[src/rtl/shape_prep_scheduler.sv]
// shape_prep_scheduler
//
// Sequences the single shared trig/rotate pre-processing path across all
// shape slots between frames. A per-shape dirty mask records which slots had
// their position or angle changed; on the frame-end strobe a pass snapshots
// that mask and walks the selected slots in ascending index order. For each
// slot it issues an operand-capture strobe, waits LAT cycles for the shared
// path, and then issues a result-write strobe.
//
// Ports:
//   clk        system clock
//   rst        synchronous active-high reset
//   start      one-cycle pass request (frame-end strobe)
//   mark_valid mark slot mark_id dirty this cycle
//   mark_id    slot index to mark
//   mark_all   mark every slot dirty this cycle
//   sel_id     slot whose operands feed the shared path / whose results are written
//   cap        one-cycle operand-capture strobe for sel_id
//   wr_en      one-cycle result-write strobe for sel_id
//   busy       pass in progress
//   done       one-cycle pulse at the end of a pass
//   overrun    sticky: start arrived while a pass was running
//   dirty      current dirty mask
module shape_prep_scheduler #(
    parameter int MAXSHP = 16,
    parameter int IDW    = 4,
    parameter int LAT    = 4
) (
    input  logic              clk,
    input  logic              rst,
    input  logic              start,
    input  logic              mark_valid,
    input  logic [IDW-1:0]    mark_id,
    input  logic              mark_all,
    output logic [IDW-1:0]    sel_id,
    output logic              cap,
    output logic              wr_en,
    output logic              busy,
    output logic              done,
    output logic              overrun,
    output logic [MAXSHP-1:0] dirty
);

    typedef enum logic [2:0] {
        IDLE,
        SCAN,
        LOAD,
        WAIT,
        WRITE,
        FIN
    } state_t;

    localparam int CW = $clog2(LAT + 1);
    localparam logic [CW-1:0] CNT_LAST = CW'(LAT - 1);

    state_t            state_q, state_d;
    logic [MAXSHP-1:0] pend_q, pend_d;
    logic [MAXSHP-1:0] dirty_q, dirty_d;
    logic [IDW-1:0]    sel_q, sel_d;
    logic [CW-1:0]     cnt_q, cnt_d;
    logic              overrun_q, overrun_d;

    logic [MAXSHP-1:0] mark_vec;
    logic [IDW-1:0]    low_idx;

    // All marks arriving this cycle, folded into one mask.
    always_comb begin
        mark_vec = '0;
        if (mark_valid) begin
            mark_vec = MAXSHP'(1) << mark_id;
        end
        if (mark_all) begin
            mark_vec = '1;
        end
    end

    // Lowest set bit of the pending mask; scanning downward lets the lowest
    // index overwrite any higher one.
    always_comb begin
        low_idx = '0;
        for (int i = MAXSHP - 1; i >= 0; i--) begin
            if (pend_q[i]) begin
                low_idx = IDW'(i);
            end
        end
    end

    // Next-state logic. Marks are OR-ed in after the LOAD clear so that a mark
    // colliding with the clear of the same slot keeps the slot dirty.
    always_comb begin
        state_d   = state_q;
        pend_d    = pend_q;
        dirty_d   = dirty_q;
        sel_d     = sel_q;
        cnt_d     = cnt_q;
        overrun_d = overrun_q;

        case (state_q)
            IDLE: begin
                if (start) begin
                    pend_d  = dirty_q | mark_vec;
                    state_d = SCAN;
                end
            end
            SCAN: begin
                if (pend_q == '0) begin
                    state_d = FIN;
                end else begin
                    sel_d   = low_idx;
                    state_d = LOAD;
                end
            end
            LOAD: begin
                pend_d[sel_q]  = 1'b0;
                dirty_d[sel_q] = 1'b0;
                cnt_d          = '0;
                state_d        = WAIT;
            end
            WAIT: begin
                if (cnt_q == CNT_LAST) begin
                    state_d = WRITE;
                end else begin
                    cnt_d = cnt_q + CW'(1);
                end
            end
            WRITE: begin
                state_d = SCAN;
            end
            FIN: begin
                state_d = IDLE;
            end
            default: begin
                state_d = IDLE;
            end
        endcase

        dirty_d = dirty_d | mark_vec;

        if (start && (state_q != IDLE)) begin
            overrun_d = 1'b1;
        end
    end

    // State register. Reset leaves every slot dirty so the first pass after
    // reset recomputes everything.
    always_ff @(posedge clk) begin
        if (rst) begin
            state_q   <= IDLE;
            pend_q    <= '0;
            dirty_q   <= '1;
            sel_q     <= '0;
            cnt_q     <= '0;
            overrun_q <= 1'b0;
        end else begin
            state_q   <= state_d;
            pend_q    <= pend_d;
            dirty_q   <= dirty_d;
            sel_q     <= sel_d;
            cnt_q     <= cnt_d;
            overrun_q <= overrun_d;
        end
    end

    assign busy    = (state_q != IDLE);
    assign cap     = (state_q == LOAD);
    assign wr_en   = (state_q == WRITE);
    assign done    = (state_q == FIN);
    assign sel_id  = sel_q;
    assign overrun = overrun_q;
    assign dirty   = dirty_q;

endmodule
[config.mk]
export PLATFORM = sky130hd
export DESIGN_NAME = shape_prep_scheduler
export DESIGN_NICKNAME = d
export VERILOG_FILES = /design/src/rtl/shape_prep_scheduler.sv
export SDC_FILE = /design/constraint.sdc
export NUM_CORES = 1
export LEC_CHECK = 0
export CORE_UTILIZATION = 40
export DETAILED_ROUTE_END_ITERATION = 10
export PLACE_DENSITY = 0.67
export SLEW_MARGIN = 20
export SYNTH_ARGS = -nofsm -noshare
export SYNTH_HDL_FRONTEND = slang
export SYNTH_SLANG_ARGS = --single-unit
[constraint.sdc]
create_clock -name clk -period 3.9 [get_ports clk]
set_input_delay 0.78 -clock clk [delete_from_list [all_inputs] [get_ports clk]]
set_output_delay 0.78 -clock clk [all_outputs]
set_load 0.005 [all_outputs]
Word level (Yosys, flattened, before mapping):

Cells that the tools add are included.

* input bits: 9
* word-level logic and storage cells: 65
* register bits: 43
* output and inout port bits: 25

* $add $sub $neg: 1
* bitwise operators: 6
* eq/ne operators: 9
* shifts and indexed selects: 1
* reductions and logical operators: 11
* magnitude comparators: 2
* multiplexer cells: 29

Operator list (number)
* two-way mux 16 bit: 4
* two-way mux 4 bit: 16
* AND 16 bit: 2
* bitwise OR 16 bit: 2
* case mux 16 bit (2 select lines): 1
* logical NOT 16 bit: 1
* inverter 16 bit: 1
* left shift 1 x 4 -> 16 bit (first input constant): 1
* case mux 3 bit (5 select lines): 1
* two-way mux 3 bit: 4
* equality test 3 x 2 -> 1 bit (second input constant): 3
* AND reduction 2 bit: 4
* equality test 3 bit (second input constant): 2
* inequality test 2 bit (second input constant): 3
* case mux 3 bit (2 select lines): 1
* < comparator 4 x 5 -> 1 bit (second input constant): 1
* demux 1 bit (select 4 bit): 1
* greater-or-equal comparator 4 x 1 -> 1 bit (second input constant): 1
* nonzero test 2 bit: 2
* adder 3 x 1 -> 3 bit (second input constant): 1
* equality test 3 x 1 -> 1 bit (second input constant): 1
* logical NOT 3 bit: 1
* nonzero test 3 bit: 1
* logical AND 1 bit: 2
* other kinds (2): 2

Logic depth before layout (Yosys ltp):

* depth in word-level cells: 16
* depth in mapped cells: 6

Worst setup path after synthesis:

OpenSTA, ideal clock, no wires.

* kind: input -> register
* from: in start
* to: reg pend_q[0]
* stages on the path: 6
* buffers on the path: 2
* required time: 3.805 ns
* arrival: 1.686 ns
* slack: 2.118 ns
* path through: or2_2 -> clkbuf_2 -> nand2b_1 -> buf_2 -> nor2_1 -> a221oi_1

* longest elaborated chain between the ends: 2

RTL lines
* from (decl): line 31 `input logic start,`
* inequality test 2 bit (no source line)
* AND reduction 2 bit (no source line)
* to (signal assigned): line 156 `pend_q <= pend_d;`
* to (decl): line 57 `logic [MAXSHP-1:0] pend_q, pend_d;`

No other way between the ends.
A chain may end at the register's enable or synchronous reset.

Worst setup path in the final report:

* from: reg state_q[1]
* to: out cap

* longest elaborated chain between the ends: 1

RTL lines
* from (decl): line 56 `state_t state_q, state_d;`
* from (signal assigned): line 155 `state_q <= state_d;`
* equality test 3 x 2 -> 1 bit: line 165 `assign cap = (state_q == LOAD);`
* to (decl): line 36 `output logic cap,`

No other way between the ends.

==> impl_metrics.toml <==
[synth]
synth_edf_count = 0
synth-seq-area-share_pct = 39.4
syn_area_um2 = 2190
synth_top_area_share_pct = 39.4
ys.flop_type = "dfxtp_1"
synth_cells = 263
ys_ff_latch = 43
yosys_warnings = 0
syn_nets = 274
ys_top_cells_by_area = "dfxtp_1 (39%), o21ai_0 (5.3%), a21oi_1 (4.8%), nor2_1 (3.9%), a211o_1 (3.2%)"
ys_types = 51
syn_avg_cell_area_um2 = 8.31
yosysTopAreaCell = "dfxtp_1"
synth-async-reset-ratio_pct = 0

[grt]
antenna_found_initial = 0
grt_pass1_wl_um = 9520
track_usage_pct = 20.9
grt_max_degree = 33
grt_pass1_vias = 1818
grt_remaining_overflow = 0

[die]
coreArea_um2 = 5170
die_y_um = 75.9
io_pins = 34
start_util_pct = 42.3
fp-row-count = 26
fp.dieW_um = 75.9
die_area_um2 = 5760

[power_and_ir_drop]
max-vdd-ir-drop_mv = 0.246
p_leak_nw = 0.946
power.density_nw_per_um2 = 432

[setup_path]
slowest_stage = "dfxtp_1"
path_buf_inv = 1
crit_family = "flip-flops"
path_cells = "nor3b_4, clkdlybuf4s50_1"
worstPathMaxFanout = 17
cp_slowest_stage_delay_ps = 610
crit_type = "reg -> out"
critPathLaunchType = "flip-flop"
cp-end-kind = "output port"
critical_path_required_ps = 3120
critPathArrivalTime_ps = 1930

[detailed_routing]
ant_nets = 0
vias = 2108
drtIter0Drc = 176
routed_wirelength_um = 5860
drcViolationCount = 0
routedWlPerCell_um = 16.2
drtPass1Iterations = 5
drt-vias-per-instance = 5.84

[timing]
max_freq_mhz = 369
final-setup-viol-count = 0
fin_crit_sh_pct = 69.6
min_period_ps = 2710
slew_headroom_pct = 48.6
tightest_slew_ps = 772
setup_ws_ps = 1190
fin_tns_setup_ps = 0
skew_ps = 4.66
hold_viol = 0
rsz0062_at_grt = "false"
finalMaxSlewViolations = 0

[clocking]
h-tree-depth = 2
clock_path_buffers = 2
cts.sink_count = 43
cts-root-buf = "clkbuf_8"
cts_buffers = 5
clk_latency_ps = 300
path_clk_slew_ps = 80
cts_hold_buf = 0
cts_resized = 0
cts_setup_buffers = 0
cts_tree = "yes"

[cells_and_area]
antennaDiodeCount = 0
drive_above_1_share_pct = 6.87
synthToLayoutAreaGrowth_pct = 21.9
fin_nets = 301

[placement]
gp_congestion = 0.813
io_buffers = 33
hpwl_um = 4170
dp_slack_ps = 1310

[worst_hold_path]
hold_class = "reg -> reg"

[job]
cap_violations = 0

[outcome]
status = "finished clean"
==> cells by family after synthesis <==
family                     after synthesis  synth area share [%]
AOI/OAI and AO/OA                       92                  28.1
adders and majority gates                2                  1.14
buffers and inverters                   22                  4.35
DFF                                     43                  39.4
and+or+nand+nor                        104                  27.0
==> worst paths after layout <==
check	from	end	slack (ps)	cells after the start
hold / removal	overrun	overrun	480	2
setup / recovery	state_q[1]	cap	1190	2
setup reg to reg	state_q[2]	pend_q[12]	1910	4
hold reg to reg	overrun	overrun	480	2
==> cell usage after synthesis, types with 2 or more instances <==
cell type and count:
a21o_1 7, nor3b_1 4, a21boi_0 4, o41ai_1 4
a21oi_1 21, nor2_1 23, nor3_1 12, nand2_1 16
nand3b_1 4, nand4_1 5, a221oi_1 6, nand3_1 7
a211oi_1 4, ha_1 2, nor4_1 4, buf_2 3
nor2b_1 5, nand2b_1 3, a31o_2 4, and2_1 3
clkbuf_1 9, and3b_1 2, inv_1 8, o31ai_1 4
or2_2 2, a211o_1 8, o21ai_0 23, dfxtp_1 43
==> stage by stage <==
step                util, %  power (mW)  cells  instance area, um^2  hold slack (ps)
finish                 51.5        1.15    361                 2660              476
detailed placement     49.2       0.798    353                 2550              462
floorplan                 -       0.707    263                 2190              454
global placement       49.2       0.793    353                 2550              451
global route           51.5        1.21    361                 2660              509
CTS                    51.5        1.16    361                 2660              482
==> worst register-to-register path, stage by stage, from the launching register on <==
cell and delay (ps):
dfxtp_1 430, or3_4 450, nand2b_1 500, nor3_1 410, nor3_1 70
==> cell type report <==
class                      count  area, um^2
sequential                    43         861
fill                         499        2510
timing repair buffer          34         338
clock inverter                 2        35.0
inverter                       8        30.0
tap                           70        87.6
multi-input combinational    198        1230
clock buffer                   6        82.6
==> layout by cell type (no fill, tap or decap), drive strengths merged, types with 2 or more instances in the layout <==
| master | instances |
|---|---|
| a211oi | 4 |
| clkbuf | 6 |
| or3 | 2 |
| nor2b | 5 |
| a21oi | 21 |
| a21boi | 4 |
| nor4 | 4 |
| a211o | 8 |
| o21ai | 23 |
| or2 | 2 |
| dfxtp | 43 |
| clkdlybuf4s50 | 33 |
| o31ai | 4 |
| ha | 2 |
| nor3 | 12 |
| a221oi | 6 |
| nand3 | 7 |
| nand2 | 16 |
| and2 | 3 |
| nand4 | 5 |
| a31o | 4 |
| inv | 8 |
| nor3b | 6 |
| o41ai | 4 |
| a21o | 7 |
| nand3b | 4 |
| nand2b | 3 |
| nor2 | 24 |
| and3b | 2 |
==> sequential cells by signal, summed over array words and instances, names as in the netlist <==
register  cells
pend_q       16
state_q       3
overrun       1
sel_id        4
cnt_q         3
dirty        16
==> power breakdown <==
group | leakage (nW) | total (mW) | switching, mW | internal [mW]
Sequential | 0.353 | 0.538 | 0.0608 | 0.477
Combinational | 0.532 | 0.253 | 0.142 | 0.111
Clock | 0.0612 | 0.361 | 0.154 | 0.207
==> routing by layer <==
layer | GRT usage [%] | share of wire, % | vias to the layer above
li1 | - | - | 1041
met1 | 29.8 | 48 | 987
met2 | 31.9 | 44 | 73
met3 | 4.10 | 6.8 | 7
met4 | 6.15 | 1.1 | 0
met5 | 0 | 0 | -
No activity file was read; power rests on OpenSTA's default activity.
